`src/rtl/mem_access_ctrl.sv`:
```
// mem_access_ctrl: single-outstanding load/store sequencer between execute and the data-memory port.
// Optional bus wait limit is compiled in when MEM_TIMEOUT_EN is defined.

module mem_access_ctrl #(
  parameter int unsigned TIMEOUT_CYCLES = 64
) (
  input  logic        clk_i,
  input  logic        rst_ni,
  input  logic        req_valid_i,
  output logic        req_ready_o,
  input  logic [3:0]  read_write_i,
  input  logic [31:0] addr_i,
  input  logic [31:0] store_data_i,
  output logic        resp_valid_o,
  output logic [31:0] load_data_o,
  output logic        misaligned_o,
  output logic        timeout_o,
  output logic        stall_o,
  output logic        mem_req_o,
  output logic        mem_we_o,
  output logic [31:0] mem_addr_o,
  output logic [3:0]  mem_wstrb_o,
  output logic [31:0] mem_wdata_o,
  input  logic        mem_ack_i,
  input  logic [31:0] mem_rdata_i
);

  typedef enum logic [1:0] {
    IDLE  = 2'd0,
    ISSUE = 2'd1,
    RESP  = 2'd2
  } state_t;

  typedef enum logic [1:0] {
    SZ_BYTE = 2'd0,
    SZ_HALF = 2'd1,
    SZ_WORD = 2'd2,
    SZ_NONE = 2'd3
  } size_t;

  function automatic size_t op_size(input logic [3:0] op);
    case (op)
      4'b1000, 4'b1100, 4'b1011: op_size = SZ_BYTE;
      4'b1001, 4'b1101, 4'b1110: op_size = SZ_HALF;
      4'b1010, 4'b1111:          op_size = SZ_WORD;
      default:                   op_size = SZ_NONE;
    endcase
  endfunction

  function automatic logic op_is_store(input logic [3:0] op);
    op_is_store = (op == 4'b1011) || (op == 4'b1110) || (op == 4'b1111);
  endfunction

  function automatic logic is_misaligned(input size_t sz, input logic [1:0] a);
    case (sz)
      SZ_HALF: is_misaligned = a[0];
      SZ_WORD: is_misaligned = (a != 2'b00);
      default: is_misaligned = 1'b0;
    endcase
  endfunction

  function automatic logic [3:0] lane_strobe(input size_t sz, input logic [1:0] a);
    case (sz)
      SZ_BYTE: lane_strobe = 4'b0001 << a;
      SZ_HALF: lane_strobe = 4'b0011 << a;
      SZ_WORD: lane_strobe = 4'b1111;
      default: lane_strobe = 4'b0000;
    endcase
  endfunction

  function automatic logic [31:0] lane_wdata(input size_t sz, input logic [31:0] d);
    case (sz)
      SZ_BYTE: lane_wdata = {4{d[7:0]}};
      SZ_HALF: lane_wdata = {2{d[15:0]}};
      default: lane_wdata = d;
    endcase
  endfunction

  // Lane select followed by sign/zero extension chosen by the op code.
  function automatic logic [31:0] extend_load(input logic [3:0] op, input logic [1:0] a,
                                              input logic [31:0] rdata);
    logic signed [7:0]  b_s;
    logic signed [15:0] h_s;
    logic signed [31:0] ext;
    b_s = rdata[{a, 3'b000} +: 8];
    h_s = rdata[{a[1], 4'b0000} +: 16];
    case (op)
      4'b1000: ext = 32'(b_s);
      4'b1001: ext = 32'(h_s);
      4'b1100: ext = {24'h000000, b_s};
      4'b1101: ext = {16'h0000, h_s};
      4'b1010: ext = rdata;
      default: ext = '0;
    endcase
    extend_load = ext;
  endfunction

  state_t state_q, state_d;

  logic        handshake;
  size_t       req_size;
  logic        req_mis;
  logic        req_store;
  logic        req_bus;

  logic [3:0]  op_p0;
  logic [31:0] addr_p0;
  logic        we_p0;
  logic [3:0]  wstrb_p0;
  logic [31:0] wdata_p0;
  logic        mis_p0;
  logic [31:0] load_p1;
  logic        tmo_p1;
  logic        tmo_hit;

  assign req_ready_o = (state_q == IDLE);
  assign handshake   = req_valid_i & req_ready_o;
  assign req_size    = op_size(read_write_i);
  assign req_mis     = is_misaligned(req_size, addr_i[1:0]);
  assign req_store   = op_is_store(read_write_i);
  assign req_bus     = (req_size != SZ_NONE) && !req_mis;

`ifdef MEM_TIMEOUT_EN
  localparam logic [15:0] TIMEOUT_LAST = 16'(TIMEOUT_CYCLES - 1);

  logic [15:0] wait_cnt_q;

  // Counter is zero on every ISSUE entry because it is held clear outside ISSUE.
  always_ff @(posedge clk_i) begin
    if (!rst_ni) begin
      wait_cnt_q <= '0;
    end else if (state_q != ISSUE) begin
      wait_cnt_q <= '0;
    end else if (!mem_ack_i) begin
      wait_cnt_q <= wait_cnt_q + 16'd1;
    end
  end

  assign tmo_hit = (state_q == ISSUE) && !mem_ack_i && (wait_cnt_q == TIMEOUT_LAST);
`else
  logic unused_timeout_cfg;
  assign unused_timeout_cfg = ^32'(TIMEOUT_CYCLES);
  assign tmo_hit = 1'b0;
`endif

  always_comb begin
    state_d = state_q;
    case (state_q)
      IDLE: begin
        if (handshake) begin
          state_d = req_bus ? ISSUE : RESP;
        end
      end
      ISSUE: begin
        if (mem_ack_i || tmo_hit) begin
          state_d = RESP;
        end
      end
      RESP:    state_d = IDLE;
      default: state_d = IDLE;
    endcase
  end

  always_ff @(posedge clk_i) begin
    if (!rst_ni) begin
      state_q <= IDLE;
    end else begin
      state_q <= state_d;
    end
  end

  // Request capture stage: operation latched at the handshake edge.
  always_ff @(posedge clk_i) begin
    if (handshake) begin
      op_p0    <= read_write_i;
      addr_p0  <= addr_i;
      we_p0    <= req_store;
      wstrb_p0 <= req_store ? lane_strobe(req_size, addr_i[1:0]) : 4'b0000;
      wdata_p0 <= req_store ? lane_wdata(req_size, store_data_i) : '0;
      mis_p0   <= req_mis;
    end
  end

  // Response stage: load result and timeout flag, cleared for every new operation.
  always_ff @(posedge clk_i) begin
    if (handshake) begin
      load_p1 <= '0;
      tmo_p1  <= 1'b0;
    end else if (state_q == ISSUE) begin
      if (mem_ack_i) begin
        load_p1 <= we_p0 ? '0 : extend_load(op_p0, addr_p0[1:0], mem_rdata_i);
      end else if (tmo_hit) begin
        tmo_p1 <= 1'b1;
      end
    end
  end

  assign stall_o      = (state_q != IDLE);
  assign mem_req_o    = (state_q == ISSUE);
  assign mem_we_o     = mem_req_o & we_p0;
  assign mem_addr_o   = mem_req_o ? {addr_p0[31:2], 2'b00} : '0;
  assign mem_wstrb_o  = mem_req_o ? wstrb_p0 : 4'b0000;
  assign mem_wdata_o  = mem_req_o ? wdata_p0 : '0;

  assign resp_valid_o = (state_q == RESP);
  assign load_data_o  = resp_valid_o ? load_p1 : '0;
  assign misaligned_o = resp_valid_o & mis_p0;
`ifdef MEM_TIMEOUT_EN
  assign timeout_o    = resp_valid_o & tmo_p1;
`else
  assign timeout_o    = 1'b0;
`endif

endmodule
```
`config.mk`:
```
export PLATFORM = sky130hd
export DESIGN_NAME = mem_access_ctrl
export DESIGN_NICKNAME = d
export VERILOG_FILES = /design/src/rtl/mem_access_ctrl.sv
export SDC_FILE = /design/constraint.sdc
export NUM_CORES = 1
export LEC_CHECK = 0
export CAP_MARGIN = 40
export CORE_AREA = 2 2 114 116
export DETAILED_ROUTE_END_ITERATION = 8
export DIE_AREA = 0 0 116 118
export GPL_TIMING_DRIVEN = 0
export PLACE_DENSITY_LB_ADDON = 0.12
export SLEW_MARGIN = 15
export SYNTH_ARGS = -nofsm -noshare
export SYNTH_HDL_FRONTEND = slang
export SYNTH_SLANG_ARGS = --single-unit
export TNS_END_PERCENT = 5
```
`constraint.sdc`:
```
create_clock -name clk_i -period 3.2 [get_ports clk_i]
set_input_delay 0.48 -clock clk_i [delete_from_list [all_inputs] [get_ports clk_i]]
set_output_delay 0.48 -clock clk_i [all_outputs]
set_load 0.05 [all_outputs]
```
# == Yosys cells after proc, flatten, opt, wreduce, memory -nomap -nowiden ==
# Memories as Yosys holds them, arrays and structs flattened.
# Index checks and enable logic that the tools add are counted.
# op_classes
n_addsub,0
mul,0
n_bitwise,3
n_div,0
eq_ne,15
n_mux,13
n_shift,4
n_reduce_logical,10
order_cmp,0
# op_table
operator,count
$pmux W32 S5,1
$mux W32,4
$pmux W32 S2,1
$eq A4 B4 Y1 const B,8
$shiftx A32 B6 Y16,1
$shiftx A32 B6 Y8,1
$pmux W4 S3,1
$mux W2,3
$eq A2 B1 Y1 const B,2
$eq A2 B2 Y1 const B,2
$logic_not A2 Y1,2
$mux W4,1
$ne A2 B1 Y1 const B,2
$pmux W2 S2,1
$reduce_and A2 Y1,2
$reduce_bool A2 Y1,2
$shl A1 B2 Y4 const A,1
$shl A2 B2 Y4 const A,1
$and A1 B1 Y1,3
$logic_or A1 B1 Y1,2
$ne A2 B2 Y1 const B,1
$pmux W1 S2,1
$logic_and A1 B1 Y1,1
$logic_not A1 Y1,1
# totals
input_bits,104
mem_bits_ro,32
ramBits,0
register_bits,108
output_inout_bits,107
mem_count,1
word_cells,54
latchBits,0
# mem_list
name,depth,width,read_ports,rd_clocked_by_memory_dff,wr,line_no,source
(no name shown),16,2,1,0,0,42,case (op)

# == Depth between registers and ports, before layout ==
# Gate-level depths: netlist of the first run.
# An unclocked memory read counts as a cell.
# logic_depth
depth_word,8
mapped_depth,12
mapped_depth_nobuf,12

# == Worst setup path before layout of the first run ==
# Ideal clock, no wire load.
# synth_path
path_kind,register to register
from,register state_q[1]
to,register addr_p0[0] (enable)
period_less_slack_ns,3.367
setup_time_ns,0.441
n_path_buf,0
t_arrival_ns,2.926
path_stages_with_launch,3
required_time_ns,2.759
slack_ns,-0.167
cell_sequence,dfxtp_1 -> nor2_1 -> and2_1
# synth_between
elab_chain_len,2
# synth_rtl
element,line_no,source
start: declaration,98,"state_t state_q, state_d;"
start signal: assignment,168,state_q <= state_d;
$logic_not A2 Y1,116,assign req_ready_o = (state_q == IDLE);
named net req_ready_o,10,"output logic req_ready_o,"
$and A1 B1 Y1,117,assign handshake = req_valid_i & req_ready_o;
named net handshake,100,logic handshake;
end signal: assignment,176,addr_p0 <= addr_i;
end: declaration,107,logic [31:0] addr_p0;
# The timed path passes the listed nets, and every way through them passes these cells.
# A chain may end at the register's enable or synchronous reset.

# == Final worst setup path of the first run ==
# layout_path
from,register state_q[0]
to,output mem_wdata_o[8]
# layout_between
elab_chain_len,2
# layout_rtl
element,line_no,source
$eq A2 B1 Y1,199,assign mem_req_o = (state_q == ISSUE);
$mux W32,203,assign mem_wdata_o = mem_req_o ? wdata_p0 : '0;
end: declaration,23,"output logic [31:0] mem_wdata_o,"
# Every way passes these cells.

==> flow_metrics.env, run 1 <==
export IMPL_status="completed"
export IMPL_pre_cts_slack_ns=-0.223
export IMPL_worstSkewPairLatency_ns=0.36
export IMPL_slew_headroom=0.608
export IMPL_cp_required_ns=2.72
export IMPL_grt_usage=0.216
export IMPL_cpMaxStageDelayCell="dlygate4sd2_1"
export IMPL_ff2ff_setup_slack_ns=1.39
export IMPL_wl_per_cell_um=16.2
export IMPL_slew_viol_final=0
export IMPL_vias=4657
export IMPL_clk_pin_slew_ns=0.07
export IMPL_clk_path_buf_depth=2
export IMPL_nets=852
export IMPL_r2r_cells=7
export IMPL_fin_skew_ns=0.00689
export IMPL_start_kind="register"
export IMPL_tightest_slew_ns=0.586
export IMPL_setup_violations=0
export IMPL_drc=0
export IMPL_cts_num_sinks=108
export IMPL_wl_um=14900
export IMPL_fin_cells=918
export IMPL_ant_nets=0
export IMPL_hpwl_um=11400
export IMPL_cpMostUsedCell="clkbuf_1"
export IMPL_critPathMaxFanout=10
export IMPL_fp_dieArea_um2=13700
export IMPL_place_area_um2=7660
export IMPL_p_leak_uw=0.00314
export IMPL_row_count=41
export IMPL_fin_area_um2=7950
export IMPL_cts_root_buf="clkbuf_16"
export IMPL_gp_congestion=0.905
export IMPL_routed_via_density=5.07
export IMPL_synth_warnings=0
export IMPL_syn_inst=520
export IMPL_report_final_hold_viol_count=0
export IMPL_peakVddDrop_v=0.000426
export IMPL_crit_chain="nor2b_1 > buf_2 > clkbuf_1 > clkbuf_1 > and2_1 > dlygate4sd2_1"
export IMPL_post_route_period_util=0.946
export IMPL_initial_core_util=0.430
export IMPL_io_buffers=207
export IMPL_pwr_density_cell_nw_per_um2=441
export IMPL_num_antenna_cells=0
export IMPL_placeableCoreArea_um2=12400
export IMPL_overflow=0
export IMPL_die_h_um=118
export IMPL_dp_cells=902
export IMPL_drt_pre_antenna_iters=8
export IMPL_antenna_found_initial=0
export IMPL_synthDistinctLibCells=45
export IMPL_cp_end_kind="output pin"
export IMPL_ios=211
export IMPL_ys_ff_latch=108
export IMPL_area_delta_synth_final_pct=49.0
export IMPL_finalCriticalPeriod_ns=3.03
export IMPL_drive_above_1_share=0.0684
export IMPL_synth_area_um2=5340
export IMPL_ys_seq_area_frac=0.544
export IMPL_avgSynthCellArea_um2=10.3
export IMPL_grt_pass1_wl_um=23000
export IMPL_min_delay_path_depth=2
export IMPL_grt_pass1_vias=4628
export IMPL_crit_type="register to output pin"
export IMPL_cpPeakStageDelay_ns=0.54
export IMPL_arrival_ns=2.55
export IMPL_cts_buffers=9
export IMPL_grt_max_degree=52
export IMPL_setup_slack_ns=0.173
export IMPL_cts_tree="built"
export IMPL_drtIter0Drc=335
export IMPL_min_path_type="register to register"
export IMPL_clock_fmax_ghz=0.330
export IMPL_max_cap_viol_count=0
export IMPL_rsz0062_at_grt="yes"
export IMPL_die_w_um=116
export IMPL_h_tree_depth=3
-- what timing repair did --
item | in CTS | in global routing
setup endpoints to repair | 20 | 29
setup buffers | 0 | 0
hold buffers | 0 | 0
gates resized for setup | 20 | 3
-- power by group --
part / internal [uW] / switching (uW)
combinational: 289 / 438
clock: 679 / 483
sequential: 1590 / 26.8
total: 2560 / 948
-- worst paths after layout --
kind,startpoint,endpoint
max,state_q[0],mem_wdata_o[8]
min,load_p1[9],load_p1[9]
max reg2reg,addr_p0[1],load_p1[22]
min reg2reg,load_p1[9],load_p1[9]
-- metal layers --
metal,wire length (um),vias to the layer above,GRT usage
met2,7230,199,0.360
met3,1460,18,0.0870
li1,-,2229,-
met4,246,0,0.0647
met1,5910,2211,0.254
met5,0,-,0
-- placed cells by master (no fill, tap or decap), drive strengths merged, types with 9 or more instances in the layout --
cell / count
clkdlybuf4s50: 187
nand2: 104
and2: 102
edfxtp: 74
dfxtp: 34
clkbuf: 32
a21oi: 31
dlygate4sd2: 19
o21ai: 18
a22o: 16
buf: 16
and3: 9
-- cell usage after synthesis --
cell type	number	area share
o21ai_1	7	0.0066
buf_2	5	0.0047
o221ai_1	1	0.0016
or2_2	1	0.0012
a31oi_1	8	0.0094
nand2b_1	3	0.0035
or3b_1	1	0.0016
nand3b_1	1	0.0014
mux2_2	8	0.017
inv_1	8	0.0056
nor4b_1	1	0.0016
nor2_1	6	0.0042
o22ai_2	1	0.0023
a21o_1	2	0.0028
and3_1	8	0.0094
nor2_2	2	0.0023
conb_1	1	0.00070
nor3_1	1	0.00094
edfxtp_1	74	0.42
clkbuf_1	22	0.015
or3_1	2	0.0023
nor3b_1	7	0.0098
a22o_1	16	0.026
nor3_4	1	0.0030
o21ai_0	11	0.010
a21oi_1	30	0.028
a211oi_4	1	0.0037
a221oi_1	8	0.013
and3_2	1	0.0014
nand2b_2	1	0.0016
ha_1	7	0.016
a22oi_1	8	0.011
dfxtp_1	34	0.13
buf_4	6	0.0084
buf_1	1	0.00070
nor4b_2	1	0.0028
and3b_1	1	0.0016
nand2_1	104	0.073
buf_6	3	0.0063
and2_1	102	0.12
a21oi_2	1	0.0016
nand4b_4	1	0.0045
mux2i_1	5	0.0094
nor2b_1	6	0.0070
o211ai_1	1	0.0014
-- flip-flops by register name, summed over array words and instances, names as in the netlist --
register and cells:
addr_p0 32, load_p1 32, wdata_p0 32, op_p0 4, wstrb_p0 4, state_q 2, mis_p0 1, we_p0 1
-- kinds of logic (layout without fill, tap and decap cells) --
logic type,count (synthesis),count (layout),share of synthesized area
adder cells (fa/ha/maj),7,7,0.0164
multiplexers,13,13,0.0262
AO/OA/AOI/OAI,95,95,0.119
AND/OR/NAND/NOR,251,251,0.253
other,1,3,0.000702
buffers and inverters,45,269,0.0412
flip-flops,108,108,0.544
-- worst max-delay path: cells and delay by family, from the launching register on --
| kind | cells | cell delay [ns] |
|---|---|---|
| flops | 1 | 0.39 |
| simple gates | 2 | 0.36 |
| buf+inv | 4 | 1.45 |
-- per-stage QoR --
step                      power [uW]   util  TNS [ns]  hold slack (ns)
final                           3510  0.641         0            0.449
after global routing            3630  0.641   -0.0339            0.479
after detailed placement        2380  0.617     -1.68            0.444
after CTS                       3520  0.640         0            0.453
after floorplan                 2060      -         0            0.423
after global placement          2360  0.615     -1.00            0.434
-- area by class of cell --
cell class                 count  area, um^2
timing repair buffer         208        2080
buffer                        37         190
clock inverter                 6        78.8
sequential                   108        2900
tap                          172         215
fill                        1056        4460
multi-input combinational    369        2230
inverter                       8        30.0
clock buffer                  10         229
Note: power is estimated with default switching activity, not from simulation.
==> run 2: changes to the inputs <==
Settings changed: SKIP_CTS_REPAIR_TIMING from default to 1.
==> run 2 against run 1 <==
Utilization is 0.59 points higher. Worst setup slack better by 0.058 ns. Power is 0.16% higher. Routed wire length is 0.13% higher. Count of clock-buffer cells in the layout stayed put. Sequential power hardly changed. Clock skew is 0.00084 ns lower. Global-route usage hardly changed. Maximum frequency is 2.0% higher. Final cell count stayed put. Non-clock buffer count stayed put. Critical path type unchanged.
==> flow_metrics.env, run 2 (synthesis gave the netlist of run 1 again) <==
export IMPL_critPathBufInv=3
export IMPL_wl_um=14900
export IMPL_setup_violations=0
export IMPL_status="completed"
export IMPL_r2r_start="addr_p0[1]"
export IMPL_post_route_period_util=0.928
export IMPL_start_kind="register"
export IMPL_io_buffers=207
export IMPL_drive_above_1_share=0.0684
export IMPL_worstSkewPairLatency_ns=0.35
export IMPL_crit_end="mem_wstrb_o[3]"
export IMPL_final_common_cell="clkdlybuf4s50_1"
export IMPL_startpoint="state_q[0]"
export IMPL_p_leak_uw=0.00341
export IMPL_clock_fmax_ghz=0.337
export IMPL_crit_family="buffers and inverters"
export IMPL_die_w_um=116
export IMPL_ios=211
export IMPL_ant_nets=0
export IMPL_total_power_uw=3510
export IMPL_wl_per_cell_um=16.2
export IMPL_finalCriticalPeriod_ns=2.97
export IMPL_swShare=0.270
export IMPL_grt_max_degree=52
export IMPL_cts_num_sinks=108
export IMPL_antenna_found_initial=0
export IMPL_cts_tree="built"
export IMPL_cts_buffers=9
export IMPL_row_count=41
export IMPL_cts_root_buf="clkbuf_16"
export IMPL_fin_skew_ns=0.00605
export IMPL_layout_common_cells="clkdlybuf4s50_1 (187), nand2_1 (104), and2_1 (101)"
export IMPL_fp_dieArea_um2=13700
export IMPL_die_h_um=118
export IMPL_drt_pre_antenna_iters=4
export IMPL_drc=0
export IMPL_hpwl_um=11400
export IMPL_r2r_cells=7
export IMPL_placeableCoreArea_um2=12400
export IMPL_ff2ff_setup_slack_ns=1.38
export IMPL_routed_via_density=5.06
export IMPL_seq_power_share=0.461
export IMPL_place_area_um2=7660
export IMPL_critPathMaxFanout=10
export IMPL_vias=4642
export IMPL_initial_core_util=0.430
export IMPL_whs_ns=0.449
export IMPL_slew_headroom=0.606
export IMPL_area_delta_synth_final_pct=50.3
export IMPL_arrival_ns=2.49
export IMPL_rsz0062_at_grt="yes"
export IMPL_fin_area_um2=8030
export IMPL_p_comb_frac=0.209
export IMPL_cpPeakStageDelay_ns=0.85
export IMPL_grt_pass1_wl_um=23000
export IMPL_crit_type="register to output pin"
export IMPL_reg_largest_list="addr_p0: 32 flops, load_p1: 32 flops, wdata_p0: 32 flops"
export IMPL_cp_required_ns=2.72
export IMPL_cp_end_kind="output pin"
export IMPL_clk_path_buf_depth=2
export IMPL_pwr_density_cell_nw_per_um2=438
export IMPL_power_frac_clock=0.330
export IMPL_peakVddDrop_v=0.000449
export IMPL_slew_viol_final=0
export IMPL_clk_pin_slew_ns=0.07
export IMPL_overflow=0
export IMPL_cpMaxStageDelayCell="clkdlybuf4s50_1"
export IMPL_nets=852
export IMPL_num_antenna_cells=0
export IMPL_crit_chain="nor2b_1 > buf_2 > clkbuf_1 > and2_1 > clkdlybuf4s50_1"
export IMPL_tightest_slew_ns=0.589
export IMPL_p_int_uw=2570
export IMPL_h_tree_depth=3
export IMPL_p_switching_uw=948
export IMPL_drtIter0Drc=340
export IMPL_grt_pass1_vias=4628
export IMPL_grt_usage=0.216
export IMPL_report_final_hold_viol_count=0
export IMPL_worst_path_stages=5
export IMPL_max_cap_viol_count=0
export IMPL_worstReg2RegEnd="load_p1[24]"
export IMPL_gp_congestion=0.905
export IMPL_min_path_type="register to register"
run 2: changes by cell type in the layout (fill, tap and decap cells not counted), sizes merged:
cell,before,now
dlymetal6s2s,0,20
clkdlybuf4s15,1,0
dlygate4sd2,19,0
run 2: layout make-up:
| type | count | area (um^2) |
|---|---|---|
| Buffer | 37 | 190 |
| Clock buffer | 10 | 229 |
| Clock inverter | 6 | 78.8 |
| Fill cell | 1038 | 4390 |
| Inverter | 8 | 30.0 |
| Multi-Input combinational cell | 369 | 2230 |
| Sequential cell | 108 | 2900 |
| Tap cell | 172 | 215 |
| Timing Repair Buffer | 208 | 2150 |
run 2: per-layer routing:
layer / share of wire / GRT usage
met5: 0 / 0
met4: 0.020 / 0.0647
met3: 0.091 / 0.0881
met2: 0.48 / 0.360
met1: 0.41 / 0.254
run 2: worst min path at each step:
stage | endpoint | slack [ns] | from | cells after the start
2_1_floorplan | load_p1[10] | 0.42 | load_p1[10] | 2
3_3_place_gp | load_p1[12] | 0.43 | load_p1[12] | 2
3_5_place_dp | load_p1[7] | 0.44 | load_p1[7] | 2
4_1_cts | load_p1[9] | 0.45 | load_p1[9] | 2
5_1_grt | load_p1[9] | 0.48 | load_p1[9] | 2
6_report | load_p1[9] | 0.45 | load_p1[9] | 2
run 2: per-stage QoR:
stage	std cells	util	worst slack, ns	TNS, ns
after floorplan	522	-	0.619	0
after global placement	901	0.615	-0.128	-1.00
after detailed placement	902	0.617	-0.223	-1.68
after CTS	918	0.642	-0.142	-2.00
final	918	0.647	0.231	0
after global routing	918	0.647	-0.0339	-0.0339
run 2: worst reg2reg max path, stage by stage (launching register included):
cell and delay (ns):
edfxtp_1 0.42, buf_2 0.22, nand3b_1 0.13, o22ai_2 0.11
a21oi_2 0.39, buf_6 0.20, nand2_1 0.06, a22o_1 0.19
run 2: power by group through the flow:
| stage | sequential (uW) | combinational [uW] | clock (uW) |
|---|---|---|---|
| 3_3_place_gp | 1650 | 709 | 0 |
| 3_5_place_dp | 1650 | 730 | 0 |
| 4_1_cts | 1620 | 734 | 1170 |
| 6_report | 1620 | 733 | 1160 |
| 2_1_floorplan | 1640 | 412 | 0 |
| 5_1_grt | 1630 | 784 | 1220 |
